**src/rtl/fog_ctrl_pkg.sv**
```systemverilog
// Shared types for the FOG control sequencer: FSM states, register map and the
// configuration register bundle used for both shadow and active copies.
package fog_ctrl_pkg;

  localparam int unsigned DATA_W = 32;
  localparam int unsigned ADDR_W = 4;
  localparam int unsigned CNT_W  = 32;

  typedef enum logic [1:0] {
    IDLE   = 2'd0,
    SETTLE = 2'd1,
    ACQ    = 2'd2,
    RUN    = 2'd3
  } ctrl_state_t;

  localparam logic [ADDR_W-1:0] ADDR_FREQ  = ADDR_W'(0);
  localparam logic [ADDR_W-1:0] ADDR_AMPH  = ADDR_W'(1);
  localparam logic [ADDR_W-1:0] ADDR_AMPL  = ADDR_W'(2);
  localparam logic [ADDR_W-1:0] ADDR_POL   = ADDR_W'(3);
  localparam logic [ADDR_W-1:0] ADDR_WAIT  = ADDR_W'(4);
  localparam logic [ADDR_W-1:0] ADDR_EOFS  = ADDR_W'(5);
  localparam logic [ADDR_W-1:0] ADDR_AVG   = ADDR_W'(6);
  localparam logic [ADDR_W-1:0] ADDR_CSTEP = ADDR_W'(7);
  localparam logic [ADDR_W-1:0] ADDR_GSTEP = ADDR_W'(8);
  localparam logic [ADDR_W-1:0] ADDR_GRAMP = ADDR_W'(9);
  localparam logic [ADDR_W-1:0] ADDR_FBEN  = ADDR_W'(10);

  typedef struct packed {
    logic [DATA_W-1:0] freq_cnt;
    logic [DATA_W-1:0] amp_h;
    logic [DATA_W-1:0] amp_l;
    logic              polarity;
    logic [DATA_W-1:0] wait_cnt;
    logic [DATA_W-1:0] err_offset;
    logic [DATA_W-1:0] avg_sel;
    logic [DATA_W-1:0] const_step;
    logic [DATA_W-1:0] gain_sel_step;
    logic [DATA_W-1:0] gain_sel_ramp;
    logic              fb_enable;
  } cfg_regs_t;

  // Power-on contents of a register bank; feedback is enabled by default.
  function automatic cfg_regs_t cfg_defaults(input logic [DATA_W-1:0] freq,
                                             input logic [DATA_W-1:0] wait_c,
                                             input logic [DATA_W-1:0] gstep,
                                             input logic [DATA_W-1:0] gramp);
    cfg_regs_t r;
    r               = '0;
    r.freq_cnt      = freq;
    r.wait_cnt      = wait_c;
    r.gain_sel_step = gstep;
    r.gain_sel_ramp = gramp;
    r.fb_enable     = 1'b1;
    return r;
  endfunction

endpackage

```
**src/rtl/fog_cfg_shadow.sv**
```systemverilog
// CPU-facing shadow register bank with a commit that transfers shadow to active
// only on a modulation switching trigger.
module fog_cfg_shadow
  import fog_ctrl_pkg::*;
#(
  parameter int unsigned RST_FREQ_CNT  = 100,
  parameter int unsigned RST_WAIT_CNT  = 20,
  parameter int unsigned RST_GAIN_STEP = 10,
  parameter int unsigned RST_GAIN_RAMP = 10
) (
  input  logic              clk,
  input  logic              rst,
  input  logic              cfg_valid,
  input  logic [ADDR_W-1:0] cfg_addr,
  input  logic [DATA_W-1:0] cfg_data,
  input  logic              cfg_commit,
  input  logic              step_trig,
  output logic              cfg_ready,
  output logic              cfg_err,
  output logic              commit_pend,
  output logic              fb_enable,
  output cfg_regs_t         active_nxt_c
);

  localparam cfg_regs_t RST_REGS = cfg_defaults(DATA_W'(RST_FREQ_CNT), DATA_W'(RST_WAIT_CNT),
                                                DATA_W'(RST_GAIN_STEP), DATA_W'(RST_GAIN_RAMP));

  cfg_regs_t shadow_q, shadow_d, active_q;
  logic      wr_en, load, pend_d, err_d;

  assign wr_en     = cfg_valid && cfg_ready;
  assign load      = commit_pend && step_trig;
  assign fb_enable = active_q.fb_enable;

  // Write decode, commit bookkeeping and next active value.
  always_comb begin
    shadow_d     = shadow_q;
    err_d        = 1'b0;
    pend_d       = commit_pend;
    active_nxt_c = active_q;
    if (wr_en) begin
      case (cfg_addr)
        ADDR_FREQ:  shadow_d.freq_cnt      = cfg_data;
        ADDR_AMPH:  shadow_d.amp_h         = cfg_data;
        ADDR_AMPL:  shadow_d.amp_l         = cfg_data;
        ADDR_POL:   shadow_d.polarity      = cfg_data[0];
        ADDR_WAIT:  shadow_d.wait_cnt      = cfg_data;
        ADDR_EOFS:  shadow_d.err_offset    = cfg_data;
        ADDR_AVG:   shadow_d.avg_sel       = cfg_data;
        ADDR_CSTEP: shadow_d.const_step    = cfg_data;
        ADDR_GSTEP: shadow_d.gain_sel_step = cfg_data;
        ADDR_GRAMP: shadow_d.gain_sel_ramp = cfg_data;
        ADDR_FBEN:  shadow_d.fb_enable     = cfg_data[0];
        default:    err_d                  = 1'b1;
      endcase
    end
    // A commit raised while one is pending is dropped; the trigger that
    // transfers also clears the pending flag.
    if (load) begin
      pend_d       = 1'b0;
      active_nxt_c = shadow_q;
    end else if (cfg_commit) begin
      pend_d = 1'b1;
    end
  end

  always_ff @(posedge clk) begin
    if (rst) begin
      shadow_q    <= RST_REGS;
      active_q    <= RST_REGS;
      commit_pend <= 1'b0;
      cfg_ready   <= 1'b1;
      cfg_err     <= 1'b0;
    end else begin
      shadow_q    <= shadow_d;
      active_q    <= active_nxt_c;
      commit_pend <= pend_d;
      cfg_ready   <= !pend_d;
      cfg_err     <= err_d;
    end
  end

endmodule

```
**src/rtl/fog_ctrl_sequencer.sv**
```systemverilog
// FOG loop-closure sequencer: settle, high-gain acquisition and run, driving the
// committed configuration to the datapath with modulation gated in IDLE.
module fog_ctrl_sequencer
  import fog_ctrl_pkg::*;
#(
  parameter int unsigned SETTLE_CYC    = 1024,
  parameter int unsigned ACQ_STEPS     = 4096,
  parameter int unsigned ACQ_SHIFT     = 3,
  parameter int unsigned RST_FREQ_CNT  = 100,
  parameter int unsigned RST_WAIT_CNT  = 20,
  parameter int unsigned RST_GAIN_STEP = 10,
  parameter int unsigned RST_GAIN_RAMP = 10
) (
  input  logic        i_clk,
  input  logic        i_rst,
  input  logic        i_start,
  input  logic        i_stop,
  input  logic        i_cfg_valid,
  output logic        o_cfg_ready,
  input  logic [3:0]  i_cfg_addr,
  input  logic [31:0] i_cfg_data,
  input  logic        i_cfg_commit,
  output logic        o_cfg_err,
  input  logic        i_step_trig,
  input  logic        i_step_sync,
  output logic [31:0] o_freq_cnt,
  output logic [31:0] o_amp_H,
  output logic [31:0] o_amp_L,
  output logic [31:0] o_wait_cnt,
  output logic [31:0] o_err_offset,
  output logic [31:0] o_avg_sel,
  output logic [31:0] o_const_step,
  output logic [31:0] o_gainSel_step,
  output logic [31:0] o_gainSel_ramp,
  output logic        o_polarity,
  output logic        o_fb_ON,
  output logic [1:0]  o_state,
  output logic        o_commit_pend
);

  cfg_regs_t         active_nxt;
  logic              fb_enable;
  ctrl_state_t       state_q, state_d;
  logic [CNT_W-1:0]  cnt_q, cnt_d;

  fog_cfg_shadow #(
    .RST_FREQ_CNT (RST_FREQ_CNT),
    .RST_WAIT_CNT (RST_WAIT_CNT),
    .RST_GAIN_STEP(RST_GAIN_STEP),
    .RST_GAIN_RAMP(RST_GAIN_RAMP)
  ) u_shadow (
    .clk         (i_clk),
    .rst         (i_rst),
    .cfg_valid   (i_cfg_valid),
    .cfg_addr    (i_cfg_addr),
    .cfg_data    (i_cfg_data),
    .cfg_commit  (i_cfg_commit),
    .step_trig   (i_step_trig),
    .cfg_ready   (o_cfg_ready),
    .cfg_err     (o_cfg_err),
    .commit_pend (o_commit_pend),
    .fb_enable   (fb_enable),
    .active_nxt_c(active_nxt)
  );

  function automatic logic [CNT_W-1:0] sat_inc(input logic [CNT_W-1:0] v, input logic en);
    return (en && (v != '1)) ? v + CNT_W'(1) : v;
  endfunction

  // Smaller select means larger gain; clamp at zero instead of wrapping.
  function automatic logic [DATA_W-1:0] gain_acq(input logic [DATA_W-1:0] g);
    return (g > DATA_W'(ACQ_SHIFT)) ? g - DATA_W'(ACQ_SHIFT) : '0;
  endfunction

  always_ff @(posedge i_clk) begin
    if (i_rst) begin
      state_q <= IDLE;
      cnt_q   <= '0;
    end else begin
      state_q <= state_d;
      cnt_q   <= cnt_d;
    end
  end

  // Next state; stop overrides start and any terminal count.
  always_comb begin
    state_d = state_q;
    cnt_d   = cnt_q;
    if (i_stop) begin
      state_d = IDLE;
      cnt_d   = '0;
    end else begin
      case (state_q)
        IDLE: begin
          if (i_start) begin
            state_d = SETTLE;
            cnt_d   = '0;
          end
        end
        SETTLE: begin
          cnt_d = sat_inc(cnt_q, i_step_trig);
          if ((cnt_d >= CNT_W'(SETTLE_CYC)) && fb_enable) begin
            state_d = ACQ;
            cnt_d   = '0;
          end
        end
        ACQ: begin
          cnt_d = sat_inc(cnt_q, i_step_sync);
          if (cnt_d >= CNT_W'(ACQ_STEPS)) begin
            state_d = RUN;
            cnt_d   = '0;
          end
        end
        RUN: begin
          if (!fb_enable) begin
            state_d = SETTLE;
            cnt_d   = '0;
          end
        end
        default: begin
          state_d = IDLE;
          cnt_d   = '0;
        end
      endcase
    end
  end

  assign o_state = state_q;

  // Datapath outputs track the incoming state and active values so they move
  // together with o_state.
  always_ff @(posedge i_clk) begin
    if (i_rst) begin
      o_freq_cnt     <= DATA_W'(RST_FREQ_CNT);
      o_amp_H        <= '0;
      o_amp_L        <= '0;
      o_wait_cnt     <= DATA_W'(RST_WAIT_CNT);
      o_err_offset   <= '0;
      o_avg_sel      <= '0;
      o_const_step   <= '0;
      o_gainSel_step <= DATA_W'(RST_GAIN_STEP);
      o_gainSel_ramp <= DATA_W'(RST_GAIN_RAMP);
      o_polarity     <= 1'b0;
      o_fb_ON        <= 1'b0;
    end else begin
      o_freq_cnt     <= active_nxt.freq_cnt;
      o_amp_H        <= (state_d == IDLE) ? '0 : active_nxt.amp_h;
      o_amp_L        <= (state_d == IDLE) ? '0 : active_nxt.amp_l;
      o_wait_cnt     <= active_nxt.wait_cnt;
      o_err_offset   <= active_nxt.err_offset;
      o_avg_sel      <= active_nxt.avg_sel;
      o_const_step   <= active_nxt.const_step;
      o_gainSel_step <= (state_d == ACQ) ? gain_acq(active_nxt.gain_sel_step)
                                         : active_nxt.gain_sel_step;
      o_gainSel_ramp <= (state_d == ACQ) ? gain_acq(active_nxt.gain_sel_ramp)
                                         : active_nxt.gain_sel_ramp;
      o_polarity     <= active_nxt.polarity;
      o_fb_ON        <= (state_d == ACQ) || (state_d == RUN);
    end
  end

endmodule

```
**config.mk**
```make
export PLATFORM = sky130hd
export DESIGN_NAME = fog_ctrl_sequencer
export DESIGN_NICKNAME = d
export VERILOG_FILES = /design/src/rtl/fog_ctrl_pkg.sv /design/src/rtl/fog_cfg_shadow.sv /design/src/rtl/fog_ctrl_sequencer.sv
export SDC_FILE = /design/constraint.sdc
export NUM_CORES = 1
export LEC_CHECK = 0
export CAP_MARGIN = 20
export CORE_ASPECT_RATIO = 0.75
export CORE_MARGIN = 2
export CORE_UTILIZATION = 30
export DETAILED_ROUTE_END_ITERATION = 8
export REMOVE_ABC_BUFFERS = 1
export SLEW_MARGIN = 20
export SYNTH_ARGS = -nofsm -noshare
export SYNTH_HDL_FRONTEND = slang
export SYNTH_SLANG_ARGS = --single-unit
export TNS_END_PERCENT = 30
```
**constraint.sdc**
```tcl
create_clock -name i_clk -period 4.1 [get_ports i_clk]
set_input_delay 1.025 -clock i_clk [delete_from_list [all_inputs] [get_ports i_clk]]
set_output_delay 1.025 -clock i_clk [all_outputs]
set_load 0.02 [all_outputs]
```
# Word level (Yosys, flattened, before mapping)
# Cells that the tools add are included.
[classes]
n_addsub = 3
magnitude_cmp = 4
n_bitwise = 1
n_mux = 21
reduce_logical = 26
eq_ne = 18
[ops]
columns = ["operator", "n"]
rows = [
  ["$mux 32", 10],
  ["$mux 258", 1],
  ["$pmux 32 s4", 1],
  ["$gt 32x2->1 const B", 2],
  ["$sub 32x2->32 const B", 2],
  ["$add 32x1->32 const B", 1],
  ["$ge 32x11->1 const B", 1],
  ["$ge 32x13->1 const B", 1],
  ["$ne 32x32->1 const B", 1],
  ["$reduce_and 2->1", 12],
  ["$eq 4x3->1 const B", 4],
  ["$eq 4x4->1 const B", 3],
  ["$reduce_or 11->1", 1],
  ["$mux 2", 5],
  ["$eq 2x2->1 const B", 4],
  ["$eq 4x2->1 const B", 2],
  ["$pmux 2 s4", 1],
  ["$reduce_or 2->1", 3],
  ["$logic_and 1x1->1", 5],
  ["$eq 4x1->1 const B", 1],
  ["$logic_not 2->1", 2],
  ["$logic_not 4->1", 1],
  ["$ne 2x2->1 const B", 2],
  ["$mux 1", 3],
  ["4 further kinds", 4],
]
[word_totals]
ff_bits = 746
output_inout_bits = 295
wordCells = 105

# Logic depth before layout (Yosys ltp)
[depth]
word_depth = 10
depth_mapped = 16
depth_no_buf = 11

# Hierarchy
# A second synthesis with hierarchy kept.
[hier_totals]
cells_unflattened = 3339
area_unflattened_um2 = 35363.9
[modules_own_cells]
columns = ["module", "cells_per_inst", "seq_area_each_um2", "n_inst", "area_each_um2"]
rows = [
  ["fog_cfg_shadow", 1964, 11671.2, 1, 22776.8],
  ["fog_ctrl_sequencer", 1375, 6486.2, 1, 12587.1],
]

# Worst setup path after synthesis
# No wires, ideal clock.
[synth_timing]
path_type = "input port to flip-flop"
start = "in i_step_trig"
end = "reg o_gainSel_ramp[25]"
t_arrival_ns = 4.040
required_ns = 4.022
n_path_buf = 4
path_slack_ns = -0.018
path_stages = 13
path_cell_list = "nand2_1 buf_2 buf_2 buf_1 buf_2 mux2i_1 nor2_1 a21oi_1 o211ai_1 nor2_1 o2111ai_2 o21a_1 nor3_1"
[synth_between]
elab_chain_cells = 9
word_cells_on_any_way = 14
classes_between = "add/sub: 1; order compare: 2; eq/ne: 1; mux: 7; reduce/logical: 3"
[synth_lines]
columns = ["item", "line", "text"]
rows = [
  ["from (decl)", "fog_ctrl_sequencer.sv:24", "input logic i_step_trig,"],
  ["$logic_and 1x1->1", "fog_ctrl_sequencer.sv:67", "return (en && (v != '1)) ? v + CNT_W'(1) : v;"],
  ["$mux 32", "fog_ctrl_sequencer.sv:67", ""],
  ["$ge 32x11->1", "fog_ctrl_sequencer.sv:102", "if ((cnt_d >= CNT_W'(SETTLE_CYC)) && fb_enable) begin"],
  ["$logic_and 1x1->1", "fog_ctrl_sequencer.sv:102", ""],
  ["$mux 2", "fog_ctrl_sequencer.sv:102", ""],
  ["$pmux 2 s4", "fog_ctrl_sequencer.sv:93", "case (state_q)"],
  ["$mux 2", "fog_ctrl_sequencer.sv:89", "if (i_stop) begin"],
  ["$eq 2x2->1", "fog_ctrl_sequencer.sv:155", "o_gainSel_ramp <= (state_d == ACQ) ? gain_acq(active_nxt.gain_sel_ramp)"],
  ["$mux 32 (*)", "fog_ctrl_sequencer.sv:155", ""],
  ["to (signal assigned)", "fog_ctrl_sequencer.sv:142", "o_gainSel_ramp <= DATA_W'(RST_GAIN_RAMP);"],
  ["to (signal assigned)", "fog_ctrl_sequencer.sv:155", ""],
  ["to (decl)", "fog_ctrl_sequencer.sv:34", "output logic [31:0] o_gainSel_ramp,"],
]
# Mark *: on every way between the ends. The rest lies on a longest branch, timed or not. The select of a mux whose other input is x is not followed.
# A chain may end at the register's enable or synchronous reset.

# Worst setup path after layout
[layout_timing]
start = "reg cnt_q[9]"
end = "reg o_gainSel_ramp[25]"
[layout_between]
elab_chain_cells = 10
word_cells_on_any_way = 15
classes_between = "add/sub: 1; order compare: 2; eq/ne: 2; mux: 7; reduce/logical: 3"
[layout_lines]
columns = ["item", "line", "text"]
rows = [
  ["from (decl)", "fog_ctrl_sequencer.sv:44", "logic [CNT_W-1:0] cnt_q, cnt_d;"],
  ["from (signal assigned)", "fog_ctrl_sequencer.sv:81", "cnt_q <= cnt_d;"],
  ["parallel branches: the longest is 6 deep, another holds $add 32x1->32", "--", ""],
  ["$pmux 2 s4 (*)", "fog_ctrl_sequencer.sv:93", ""],
  ["$mux 2 (*)", "fog_ctrl_sequencer.sv:89", ""],
  ["$eq 2x2->1 (*)", "fog_ctrl_sequencer.sv:155", ""],
  ["$mux 32 (*)", "fog_ctrl_sequencer.sv:155", ""],
]
# Every way passes the cells marked *.

==> results by group <==
Yosys
  • Synth area leader: dfxtp_1
  • Synth unique cells: 85
  • Post-Syn Instances: approximately 3700
  • Synthesis-stage register bit count: ~750
  • Most used DFF post-synth: dfxtp_1
  • Async SR Flop Fraction: 0
  • Sequential-to-total area share from yosys stat: 0.5023
  • Synthesized area: 0.02973 mm²
  • Top cells by area, synth: dfxtp_1 50%, nand2_1 13%, a21oi_1 8.1%
  • Post-synth EDFFs: 0
  • Top cell type's share of synthesized area: 0.5023
  • Syn_area_per_cell: about 8.1 µm²
  • Ys Warns: 0

Drt
  • Vias after detailed routing: approximately 26000
  • Via density: approximately 5
  • Routed Antenna Nets: 0
  • Routed WL: ~110000 µm
  • Routed len/inst: around 20 µm
  • Initial drt markers: about 2800
  • Drc violations: 0
  • Detailed Routing Iterations Pass 1: 6

Die
  • Core box area: 0.09773 mm²
  • I/O pin count: about 340
  • Die Wd: between 300 and 400 µm
  • Die Y: 276.6 µm
  • Initial core utilization: 0.3042
  • Die footprint: between 0.1 and 0.15 mm²
  • Row count: 99

Outcome
  • Outcome: finished, final reports clean

Timing
  • Max-slew headroom: 0.2829
  • Fin. max-slew vios: 0
  • Minimum clock period: approximately 4.0 ns
  • Tcrit/Tclk final: 0.9737
  • Hold Vio Cnt, Final: 0
  • Clk_skew: 0.02665 ns
  • FMAX: ~250 MHz
  • Final setup viols: 0
  • Worst Tran Pin Value: 1.072 ns

GRT
  • Vias in the first global route: 24401
  • Pin count of the biggest net entering global routing: around 160
  • First-pass GRT wire length: about 160000 µm
  • Antenna violations before repair: 5
  • Tot GR Track Use: 0.2007
  • Overflow left after global routing: 0

Critical path
  • Worst path required time: 4.68 ns
  • Crit Path Max Fanout: 8
  • Crit path launch type: flip-flop
  • CP endpoint kind: flip-flop
  • Arrival @ worst endpoint: roughly 4.6 ns
  • Setup Crit Path Kind: reg2reg

Power
  • Lkg Pwr: around 14 nW
  • Maximum vdd ir drop: approximately 260 µV
  • Pwr Density: 415.1 mW/mm²
  • Design Power: 0.01559 W

Layout
  • Share of post-route cells with drive strength above 1: 0.1157
  • Area Growth Syn to Fin: 26.33%
  • Antenna diodes: 0
  • # fillers: roughly 10000
  • Util after Layout: 0.3843
  • Nets: approximately 4000
  • Post-Layout Cell Count: about 5300

Clocking
  • CTS buffer count: 79
  • CTS tree: yes
  • Clock transition at path regs: around 0.07 ns
  • CTS Root Cell: clkbuf_16
  • Count of clock tree sinks: ~750
  • CTS H-Tree Depth: 3
  • CTS Buffer Depth: 3
  • Clk Latency, worst-skew pair: around 0.66 ns

Run
  • Max-cap violations: 0

Placement
  • IO Port Bufs: 338
  • GP Congestion: between 0.9 and 1
  • Placed cells: between 5000 and 6000
  • Detailed placement HPWL: just over 70000 µm

Worst hold path
  • Min-delay worst type: reg2reg
cells in the mapped netlist, types with 12 or more instances:
cell / instances
nor4_1: 30
nand2_1: 999
a311oi_1: 12
buf_2: 23
or3_1: 22
a211oi_1: 13
xnor2_1: 30
clkbuf_1: 250
a21oi_1: 481
inv_1: 30
o2111ai_1: 13
o211ai_1: 19
nand3_1: 46
a31oi_1: 13
o21ai_0: 37
nor3_1: 81
mux2i_1: 131
nand4_1: 22
buf_4: 162
nor2_1: 288
dfxtp_1: 746
sequential cells by signal, indices dropped and copies added, names as in the netlist:
name / flops
o_avg_sel: 32
o_amp_H: 32
u_shadow.shadow_q: 290
u_shadow.commit_pend: 1
o_amp_L: 32
u_shadow.active_q: 225
u_shadow.cfg_ready: 1
o_state: 2
o_const_step: 32
u_shadow.cfg_err: 1
u_shadow.fb_enable: 1
cnt_q: 32
o_gainSel_ramp: 32
o_fb_ON: 1
o_gainSel_step: 32
placed cells by master (no fill, tap or decap), drive strengths merged, types with 24 or more instances in the layout:
cell / n
clkbuf: 112
buf: 266
a21oi: 482
dfxtp: 746
nor3: 82
clkdlybuf4s50: 337
xnor2: 30
nand4: 24
nand3: 46
nand2: 999
mux2i: 131
o21ai: 44
inv: 37
nor2: 290
nor4: 32
final timing paths:
| path | start | end | slack, ns | cells after the start |
|---|---|---|---|---|
| setup / recovery | cnt_q[9] | o_gainSel_ramp[25] | 0.11 | 17 |
| hold / removal | u_shadow.shadow_q[70] | o_const_step[5] | 0.44 | 2 |
| setup reg to reg | cnt_q[9] | o_gainSel_ramp[25] | 0.11 | 17 |
| hold reg to reg | u_shadow.shadow_q[70] | o_const_step[5] | 0.44 | 2 |
metal layers:
| layer | up-vias | GRT usage | share of wire | wire, µm |
|---|---|---|---|---|
| li1 | 12521 | - | - | - |
| met1 | 12568 | 0.2970 | 0.47 | 50050 |
| met4 | 4 | 0.04950 | 0.020 | 2106 |
| met5 | - | 0 | 0.00025 | 26 |
| met2 | 966 | 0.2940 | 0.42 | 44770 |
| met3 | 126 | 0.04169 | 0.081 | 8522 |
report_power, final:
| part | switching (W) | leakage, nW | internal [W] |
|---|---|---|---|
| clock network | 0.00309 | 1.33 | 0.00438 |
| logic | 0.000564 | 6.44 | 0.000236 |
| registers | 0.0000310 | 6.01 | 0.00729 |
| total | 0.00368 | 13.8 | 0.0119 |
area by class of cell:
class	count	area, µm²	share of cell area
Clock inverter	28	342.8	0.009127
Inverter	30	112.6	0.002998
Sequential cell	746	14940	0.3977
Timing Repair Buffer	603	5644	0.1503
Clock buffer	112	2345	0.06243
Multi-Input combinational cell	2441	12540	0.3338
Tap cell	1313	1643	0.04374
logic make-up after synthesis:
| logic type | Yosys count | synth area share |
|---|---|---|
| buffers and inverters | 477 | 0.08219 |
| flip-flops | 746 | 0.5023 |
| AO/OA/AOI/OAI | 690 | 0.1352 |
| multiplexers | 134 | 0.04524 |
| adder cells (fa/ha/maj) | 8 | 0.003367 |
| XOR/XNOR | 34 | 0.01002 |
| AND/OR/NAND/NOR | 1575 | 0.2217 |
through the flow:
| step | cell area [µm²] | hold slack, ns | setup slack [ns] | TNS (ns) |
|---|---|---|---|---|
| 3_3_place_gp | 34670 | 0.4375 | -0.1656 | -4.263 |
| 2_1_floorplan | 27400 | 0.4255 | -7.310 | -1952.86 |
| 5_1_grt | 37560 | 0.4646 | -0.01709 | -0.03207 |
| 6_report | 37560 | 0.4447 | 0.1080 | 0 |
| 3_5_place_dp | 34670 | 0.4440 | -0.1722 | -6.628 |
| 4_1_cts | 37360 | 0.4458 | 0.001686 | 0 |
timing repair:
action / CTS / global route
pin swaps: 2 / 9
resized for setup: 2 / 29
cloned: 0 / 1
hold buffers: 0 / 0
setup buffers: 0 / 7
setup endpoints to repair: 6 / 156
worst max-delay path: stages (launching register included):
cell and delay (ns):
dfxtp_1 0.35, nand4_2 0.16, or4_4 0.57, buf_8 0.16, o31a_1 0.28, buf_12 0.15, buf_4 0.13, buf_4 0.15
a2111o_1 0.45, nor4_4 0.29, buf_4 0.20, a21oi_4 0.07, o21ai_4 0.22, buf_6 0.16, buf_4 0.12, o21ai_2 0.07
buf_6 0.20, nor3_1 0.17
Power figures use the tool's default switching activity.
